File: config.mk
export PLATFORM = sky130hd
export DESIGN_NAME = rs232out
export DESIGN_NICKNAME = d
export VERILOG_FILES = /design/src/rtl/rs232out_pkg.sv /design/src/rtl/rs232out_fifo.sv /design/src/rtl/rs232out.sv
export SDC_FILE = /design/constraint.sdc
export NUM_CORES = 1
export LEC_CHECK = 0
export CAP_MARGIN = 20
export CORE_ASPECT_RATIO = 1.4
export CORE_MARGIN = 2
export CORE_UTILIZATION = 31
export DETAILED_ROUTE_END_ITERATION = 7
export SETUP_SLACK_MARGIN = 0.05
export SLEW_MARGIN = 15
export SYNTH_ARGS = -nofsm -noshare
export SYNTH_HDL_FRONTEND = slang
export SYNTH_SLANG_ARGS = --single-unit
File: constraint.sdc
create_clock -name clock -period 2.85 [get_ports clock]
set_input_delay 0.855 -clock clock [delete_from_list [all_inputs] [get_ports clock]]
set_output_delay 0.855 -clock clock [all_outputs]
set_load 0.01 [all_outputs]
File: src/rtl/rs232out_pkg.sv
// Shared serial-frame definitions for the RS-232 transmit and receive paths.
package rs232out_pkg;
  typedef enum logic [1:0] {IDLE, START, DATA, STOP} tx_state_t;

  localparam int DATA_BITS  = 8;
  localparam int FRAME_BITS = DATA_BITS + 2;
  // Bit timer wide enough for periods up to 2**17-1 clocks.
  localparam int TIMER_W    = 17;
endpackage

File: src/rtl/rs232out_fifo.sv
// Circular byte FIFO feeding the transmitter; pushes while full are dropped.
module rs232out_fifo #(
  parameter int depth_log2 = 4
) (
  input  logic       clock,
  input  logic       reset_n,
  input  logic       push,
  input  logic [7:0] push_data,
  input  logic       pop,
  output logic [7:0] pop_data,
  output logic       full,
  output logic       empty
);
  localparam int DEPTH = 2 ** depth_log2;

  logic [7:0]            mem [DEPTH];
  logic [depth_log2-1:0] rd_ptr, wr_ptr;
  logic [depth_log2:0]   count;
  logic                  do_push, do_pop;

  assign full     = (count == (depth_log2 + 1)'(DEPTH));
  assign empty    = (count == '0);
  // Full blocks a push even when a pop frees a slot on the same edge.
  assign do_push  = push && !full;
  assign do_pop   = pop && !empty;
  assign pop_data = mem[rd_ptr];

  always_ff @(posedge clock) begin
    if (!reset_n) begin
      rd_ptr <= '0;
      wr_ptr <= '0;
      count  <= '0;
    end else begin
      if (do_push) wr_ptr <= wr_ptr + 1'b1;
      if (do_pop)  rd_ptr <= rd_ptr + 1'b1;
      case ({do_push, do_pop})
        2'b10:   count <= count + 1'b1;
        2'b01:   count <= count - 1'b1;
        default: ;
      endcase
    end
  end

  always_ff @(posedge clock) begin
    if (do_push) mem[wr_ptr] <= push_data;
  end
endmodule

File: src/rtl/rs232out.sv
// 8N1 serial transmitter: byte FIFO in front of a bit-timer driven frame FSM.
module rs232out
  import rs232out_pkg::*;
#(
  parameter int bps        = 57_600,
  parameter int frequency  = 25_000_000,
  parameter int period     = (frequency + bps / 2) / bps,
  parameter int depth_log2 = 4
) (
  input  logic       clock,
  input  logic       reset_n,
  input  logic       transmit,
  input  logic [7:0] transmit_data,
  output logic       ready,
  output logic       busy,
  output logic       serial_out
);
  localparam logic [TIMER_W-1:0] RELOAD = TIMER_W'(period - 1);

  tx_state_t            state, state_n;
  logic [TIMER_W-1:0]   timer, timer_n;
  logic [DATA_BITS-1:0] shreg, shreg_n, fifo_dout;
  logic [3:0]           bit_idx, bit_idx_n;
  logic                 line_n, launch, pop, full, empty;

  rs232out_fifo #(.depth_log2(depth_log2)) u_fifo (
    .clock     (clock),
    .reset_n   (reset_n),
    .push      (transmit),
    .push_data (transmit_data),
    .pop       (pop),
    .pop_data  (fifo_dout),
    .full      (full),
    .empty     (empty)
  );

  assign ready = !full;
  assign busy  = !empty || (state != IDLE);

  // bit_idx walks the whole frame: 0 = start, 1..8 = data, 9 = stop.
  always_comb begin
    state_n   = state;
    timer_n   = (timer == '0) ? timer : timer - 1'b1;
    shreg_n   = shreg;
    bit_idx_n = bit_idx;
    line_n    = serial_out;
    launch    = 1'b0;
    pop       = 1'b0;
    unique case (state)
      IDLE: launch = !empty;
      START, DATA: begin
        if (timer == '0) begin
          timer_n   = RELOAD;
          bit_idx_n = bit_idx + 1'b1;
          if (bit_idx == 4'(FRAME_BITS - 2)) begin
            state_n = STOP;
            line_n  = 1'b1;
          end else begin
            state_n = DATA;
            line_n  = shreg[0];
            shreg_n = shreg >> 1;
          end
        end
      end
      STOP: begin
        if (timer == '0) begin
          if (!empty) begin
            launch = 1'b1;
          end else begin
            state_n = IDLE;
            line_n  = 1'b1;
          end
        end
      end
      default: state_n = IDLE;
    endcase
    // Chaining from STOP straight into START gives gapless back-to-back frames.
    if (launch) begin
      pop       = 1'b1;
      state_n   = START;
      timer_n   = RELOAD;
      shreg_n   = fifo_dout;
      bit_idx_n = '0;
      line_n    = 1'b0;
    end
  end

  always_ff @(posedge clock) begin
    if (!reset_n) begin
      state      <= IDLE;
      timer      <= '0;
      shreg      <= '0;
      bit_idx    <= '0;
      serial_out <= 1'b1;
    end else begin
      state      <= state_n;
      timer      <= timer_n;
      shreg      <= shreg_n;
      bit_idx    <= bit_idx_n;
      serial_out <= line_n;
    end
  end
endmodule

== After elaboration in Yosys (flattened, before gate mapping) ==
Memory sizes are Yosys's and may differ from the RTL's. A register that Yosys moved wholly into a read port is not among the register bits.
Index checks and enable logic that the tools add are counted.

* Register bits: 45
* Latch bits: 0
* RAM bits: 128
* ROM bits: 0
* Input bits: 11
* Output and inout port bits: 3
* Memories: 1

{| class="wikitable"
|+ Memory list
! name !! words !! bits a word !! rd ports !! clocked after Yosys merged registers in !! wr ports !! line !! source
|-
| u_fifo.mem || 16 || 8 || 1 || 1 || 1 || rs232out_fifo.sv:16 || <nowiki>logic [7:0] mem [DEPTH];</nowiki>
|}

* $add $sub $neg: 6
* Multiply operators: 0
* Div/mod/pow operators: 0
* $lt $le $gt $ge: 0
* Equality and inequality tests: 14
* Shift operators: 0
* Multiplexer cells: 29
* Bitwise operators: 1
* Reduce and logical (&&, ||, !) cells: 20

{| class="wikitable"
|+ Operators by type and width
! cell !! number
|-
| 2-to-1 mux 17 bit || 3
|-
| 2-to-1 mux 8 bit || 4
|-
| logical NOT 17 bit || 1
|-
| subtractor 17 x 1 -> 17 bit, second input constant || 1
|-
| adder 4 x 1 -> 4 bit, second input constant || 3
|-
| 2-to-1 mux 1 bit || 12
|-
| one-hot mux 5 bit (2 select lines) || 1
|-
| nonzero test 2 bit || 5
|-
| 2-to-1 mux 9 bit || 1
|-
| != test 3 bit, second input constant || 3
|-
| 2-to-1 mux 4 bit || 2
|-
| != test 2 bit, second input constant || 4
|-
| AND reduction 4 bit || 2
|-
| equality test 2 bit, second input constant || 3
|-
| 2-to-1 mux 2 bit || 3
|-
| adder 5 x 1 -> 5 bit, second input constant || 1
|-
| equality test 5 bit, second input constant || 1
|-
| logical NOT 5 bit || 1
|-
| subtractor 5 x 1 -> 5 bit, second input constant || 1
|-
| equality test 2 x 1 -> 1 bit, second input constant || 2
|-
| equality test 4 bit, second input constant || 1
|-
| one-hot mux 1 bit (2 select lines) || 2
|-
| one-hot mux 2 bit (2 select lines) || 1
|-
| OR reduction 2 bit || 2
|-
| other kinds (8) || 10
|}

== Longest topological paths before layout ==
* Depth after elaboration: 8
* Mapped depth: 14
* Depth with buffers taken out: 12

== Modules after synthesis ==
A second synthesis with hierarchy kept.

* Cells, all modules: 517
* Area total of the unflattened synthesis: 7,499.7 sq um

{| class="wikitable"
|+ By module, submodules not included
! module !! instances !! cells an instance !! area an instance (sq um)
|-
| rs232out_fifo || 1 || 326 || 5,823.1
|-
| rs232out || 1 || 191 || 1,676.6
|}

== Worst setup path after synthesis ==
No wires, ideal clock.

* Kind: register to register
* Start point: reg state[0]
* End point: reg u_fifo.count[4]
* Arrival time: 2,814 ps
* Setup slack: -36 ps
* Cell stages (with the launch flop): 15
* Path through: dfxtp_1 -> inv_1 -> ha_1 -> clkbuf_1 -> nand2b_1 -> a21oi_1 -> a21oi_2 -> inv_2 -> ha_1 -> clkbuf_1 -> xor2_1 -> ha_1 -> o2111ai_1 -> nor3b_1 -> mux2i_1

* Cells in the longest elaborated chain, start to end: 6

{| class="wikitable"
|+ RTL lines
! element !! line !! source
|-
| from (decl) || rs232out.sv:20 || <nowiki>tx_state_t state, state_n;</nowiki>
|-
| from (signal assigned) || rs232out.sv:96 || <nowiki>state <= state_n;</nowiki>
|-
| equality test 2 bit or logical NOT 2 bit (tied branches) || rs232out.sv:49 || <nowiki>unique case (state)</nowiki>
|-
| one-hot mux 1 bit (2 select lines) * || rs232out.sv:49 ||
|-
| 2-to-1 mux 1 bit * || rs232out.sv:78 || <nowiki>if (launch) begin</nowiki>
|-
| logical AND 1 bit * || rs232out_fifo.sv:25 || <nowiki>assign do_pop = pop && !empty;</nowiki>
|-
| named net u_fifo.do_pop || rs232out_fifo.sv:19 || <nowiki>logic do_push, do_pop;</nowiki>
|-
| equality test 2 x 1 -> 1 bit or equality test 2 bit (tied branches) || rs232out_fifo.sv:36 || <nowiki>case ({do_push, do_pop})</nowiki>
|-
| one-hot mux 5 bit (2 select lines) or nonzero test 2 bit (tied branches) || n/a ||
|-
| to (signal assigned) || rs232out_fifo.sv:37 || <nowiki>2'b10: count <= count + 1'b1;</nowiki>
|-
| to (signal assigned) || rs232out_fifo.sv:38 || <nowiki>2'b01: count <= count - 1'b1;</nowiki>
|-
| to (decl) || rs232out_fifo.sv:18 || <nowiki>logic [depth_log2:0] count;</nowiki>
|}

Mark *: on every way through the listed nets, which the timed path passes. The rest lies on a longest branch.
A chain may end at the register's enable or synchronous reset.

== Worst setup path in the final report ==
* Start point: reg u_fifo.count[0]
* End point: out busy

* Cells in the longest elaborated chain, start to end: 3

{| class="wikitable"
|+ RTL lines
! element !! line !! source
|-
| logical NOT 5 bit || rs232out_fifo.sv:22 || <nowiki>assign empty = (count == '0);</nowiki>
|-
| logical NOT 1 bit || rs232out.sv:38 || <nowiki>assign busy = !empty || (state != IDLE);</nowiki>
|-
| logical OR 1 bit || rs232out.sv:38 ||
|-
| to (decl) || rs232out.sv:15 || <nowiki>output logic busy,</nowiki>
|}

Every way passes these cells.

==> flow_results.org <==
** Run status
- Status :: finished clean

** Critical path
- Crit-path max FO :: 5
- Critical path capture point type :: output port
- Data arrival time of the worst path :: 1860 ps
- Required time of the critical path :: 2000 ps
- Setup CP Type :: register to output port
- Crit start category :: register

** Global routing
- Met1 Usage GRT :: 13.9%
- Met3 layer usage reported by global route :: 2.43%
- The initial antenna violation count was 0.
- The via count of the first global-routing pass was 4594.
- Met2 Resource Use GR :: 22.5%
- GRT Resource Usage Total :: 12.3%
- Summed over all layers, the global routing overflow is 0.
- First-pass GRT wire length :: 24100 um
- Entering global routing, the biggest net connects 30 pins.
- Most Crowded Layer GR :: met2

** Logic synthesis
- The Yosys step of the flow raised 0 warnings.
- Dominant synthesized flop cell :: sky130_fd_sc_hd__edfxtp_1
- The synthesized design contains 128 enable-type register cells.
- Top post-synthesis cells by area :: sky130_fd_sc_hd__edfxtp_1 51%, sky130_fd_sc_hd__dfxtp_1 13%, sky130_fd_sc_hd__mux4_2 10%
- Post-synthesis instance total :: 523
- The cell area that synthesis handed to floorplanning was 0.00748 sq mm.
- Among all cell types in the netlist, the one instantiated most often is sky130_fd_sc_hd__edfxtp_1.
- Seq/Total Area, Yosys :: 64.5%
- Count of cell types in the netlist :: 50
- Seq cells post-synth :: 177
- Of all flip-flops after synthesis, the portion carrying an async set or reset was 0%.
- After synthesis, the largest area contributor takes up 51.4% of total cell area.
- Synthesized area per cell :: 14.3 sq um
- The synthesized design spends more area on one cell type than any other, namely sky130_fd_sc_hd__edfxtp_1.
- Counting instances in the post-synthesis netlist gives the leading cell types as 128 x sky130_fd_sc_hd__edfxtp_1, 56 x sky130_fd_sc_hd__nor2_1, 49 x sky130_fd_sc_hd__dfxtp_1, 34 x sky130_fd_sc_hd__mux4_2, 32 x sky130_fd_sc_hd__nand2_1.
- Number of nets produced by synthesis :: 548

** Clock network
- Clock-pin slew was measured on the worst setup and hold paths at 70 ps.
- In this run the number of H-tree levels came out at 4.
- Clk root buf :: sky130_fd_sc_hd__clkbuf_16
- Clock latency of the later-clocked register in the worst-skew pair :: 430 ps
- CTS tree :: done
- Cts-stage hold buffer count :: 0
- TritonCTS created 17 clock buffers.
- The tree built by TritonCTS fans out to 177 sinks.
- The clock passes through at most 2 buffers.

** Drt
- The routed layout has 4347 vias.
- Remaining number of nets flagged by the antenna check after routing :: 0
- Remaining routing DRC violations :: 0
- After the first detailed-routing iteration, the DRC count stood at 250.
- After detailed routing, the total wire length is 14700 um.
- After detailed routing, the average wire length per cell comes to 16.6 um.
- Average via count per standard cell :: 4.90
- Drt first pass iters :: 4

** Placement
- RD Place Congestion :: 0.829
- Detailed placement HPWL :: 10500 um
- Placement-stage cell area :: 0.00817 sq mm
- Port Buffer Count :: 13

** Floorplanning
- Row count :: 67
- The die covers 0.0254 sq mm.
- After floorplanning, the core was sized to cover 0.0238 sq mm.
- Num ports :: 14
- In this run the horizontal extent of the chip is 135 um.
- Once the floorplan was initialized, standard cells occupied 31.4% of the core.
- Chip Height :: 188 um

** Worst hold path
- The min-delay analysis places its worst path in the category register to register.

** Final layout
- Final Net Count :: 591
- Filler cell count in the final layout :: 2290
- Of the cells placed in the final design, the portion with a size suffix greater than 1 is 21.3%.
- Sequential Area :: 0.00483 sq mm
- Summing all multi-input logic gate instances after layout gives 0.00254 sq mm.
- The number of antenna diodes in the final layout is 0.
- After routing the design area is 0.00878 sq mm.
- Compared with the post-synthesis result, the final layout area differs by 17.5%.

** Power and ir drop
- Static leakage :: 2.89 nW
- Dividing total power by cell area gives a power density of 891 mW/mm^2.
- Highest ir drop seen on vdd :: 0.000468 V
- The design draws 7.82 mW.

** STA
- Slew Viols, Final :: 0
- Setup violations remaining at the end of the flow were counted as 0.
- Setup repair after global routing could not meet its margin everywhere.
- Minimum clock period after layout :: 2710 ps
- Based on the critical path, the design can be clocked at up to 369 MHz.
- After layout, the worst path uses 95.1% of the clock period.
- The final-report hold violation count came to 0.
- Clock Skew :: 20.2 ps
- Sum of negative setup slack :: 0 ps
- Worst-case headroom to the max-slew limit :: 50.0%
- Worst Tran Pin Value :: 749 ps

** Run
- Number of max-cap violations :: 0
[power breakdown]
| group | internal (mW) | total, mW | switching [mW] |
|---|---|---|---|
| logic | 1.07 | 2.32 | 1.25 |
| clock network | 1.21 | 2.19 | 0.979 |
| registers | 3.02 | 3.31 | 0.283 |
[registers in the layout, summed over array words and instances (netlist names), named ones only]
| register | count |
|---|---|
| serial_out | 1 |
| timer | 17 |
| u_fifo.mem | 128 |
| u_fifo.wr_ptr | 4 |
| u_fifo.count | 5 |
| u_fifo.rd_ptr | 4 |
| shreg | 8 |
| state | 2 |
| bit_idx | 4 |
[final cells by class]
class | count | share of cell area [%]
Sequential cell | 177 | 55.0
Multi-Input combinational cell | 307 | 29.0
Clock buffer | 17 | 4.84
Tap cell | 310 | 4.42
Inverter | 12 | 0.513
Timing Repair Buffer | 51 | 4.72
Clock inverter | 14 | 1.50
[repair_timing]
action / CTS / global route
endpoints found under the setup margin: 2 / 5
gates resized for setup: 3 / 14
hold endpoints to repair: 0 / 0
buffers inserted: 0 / 0
[cell families (layout without fill, tap and decap cells)]
group,count (synthesis),in the layout,synth area share (%)
multiplexers,52,52,12.7
XOR/XNOR,24,24,2.81
AND/OR/NAND/NOR,159,159,10.6
flip-flops,177,177,64.5
buffers and inverters,39,94,2.19
AO/OA/AOI/OAI,58,58,4.85
adder cells (fa/ha/maj),14,14,2.34
[per-layer routing]
metal | share of wire, % | up-vias
met3 | 2.5 | 15
li1 | - | 2065
met5 | 0 | -
met2 | 57 | 76
met1 | 39 | 2191
met4 | 1.3 | 0
[worst max-delay path, cell delays in order (launching register included)]
cell and delay [ps]:
sky130_fd_sc_hd__dfxtp_2 370, sky130_fd_sc_hd__or4_4 550, sky130_fd_sc_hd__nor2_2 110, sky130_fd_sc_hd__nand2_1 100
sky130_fd_sc_hd__dlygate4sd2_1 300
[through the flow]
| step | setup slack, ps | utilization [%] | hold slack (ps) | instances |
|---|---|---|---|---|
| floorplan | 132 | - | 462 | 523 |
| global placement | 72.1 | 34.3 | 473 | 857 |
| detailed placement | 26.3 | 34.3 | 486 | 857 |
| CTS | 67.9 | 36.7 | 494 | 888 |
| global route | -11.3 | 36.9 | 527 | 888 |
| finish | 140 | 36.9 | 494 | 888 |
[layout by cell type (no fill, tap or decap), types with 3 or more instances in the layout]
| master | n |
|---|---|
| sky130_fd_sc_hd__a211oi_1 | 14 |
| sky130_fd_sc_hd__inv_1 | 11 |
| sky130_fd_sc_hd__mux2i_1 | 17 |
| sky130_fd_sc_hd__mux4_2 | 34 |
| sky130_fd_sc_hd__edfxtp_1 | 128 |
| sky130_fd_sc_hd__nor2b_1 | 9 |
| sky130_fd_sc_hd__nand3_1 | 5 |
| sky130_fd_sc_hd__nor2_1 | 55 |
| sky130_fd_sc_hd__nor3_1 | 10 |
| sky130_fd_sc_hd__nand4_1 | 7 |
| sky130_fd_sc_hd__xor2_1 | 17 |
| sky130_fd_sc_hd__clkinv_4 | 3 |
| sky130_fd_sc_hd__nand2b_1 | 8 |
| sky130_fd_sc_hd__a21oi_1 | 21 |
| sky130_fd_sc_hd__clkdlybuf4s50_1 | 12 |
| sky130_fd_sc_hd__nand2_1 | 32 |
| sky130_fd_sc_hd__clkbuf_16 | 17 |
| sky130_fd_sc_hd__ha_1 | 13 |
| sky130_fd_sc_hd__or3_1 | 4 |
| sky130_fd_sc_hd__o21ai_0 | 6 |
| sky130_fd_sc_hd__dfxtp_1 | 44 |
| sky130_fd_sc_hd__xnor2_1 | 7 |
| sky130_fd_sc_hd__dfxtp_2 | 4 |
| sky130_fd_sc_hd__buf_4 | 38 |
| sky130_fd_sc_hd__inv_6 | 4 |
| sky130_fd_sc_hd__and2_1 | 3 |
| sky130_fd_sc_hd__nor4_1 | 7 |
[worst paths after layout]
check                           slack, ps                         start  depth (start not counted)                           end
worst max-delay path                  140  u_fifo.count[0]$_SDFFE_PN0P_                          4                          busy
worst min-delay path                  490       bit_idx[1]$_SDFFE_PP0P_                          2       bit_idx[1]$_SDFFE_PP0P_
worst max register to register        200         state[0]$_SDFFE_PN0P_                         12  u_fifo.count[3]$_SDFFE_PN0P_
worst min register to register        490       bit_idx[1]$_SDFFE_PP0P_                          2       bit_idx[1]$_SDFFE_PP0P_
Note: power is estimated with default switching activity, not from simulation.
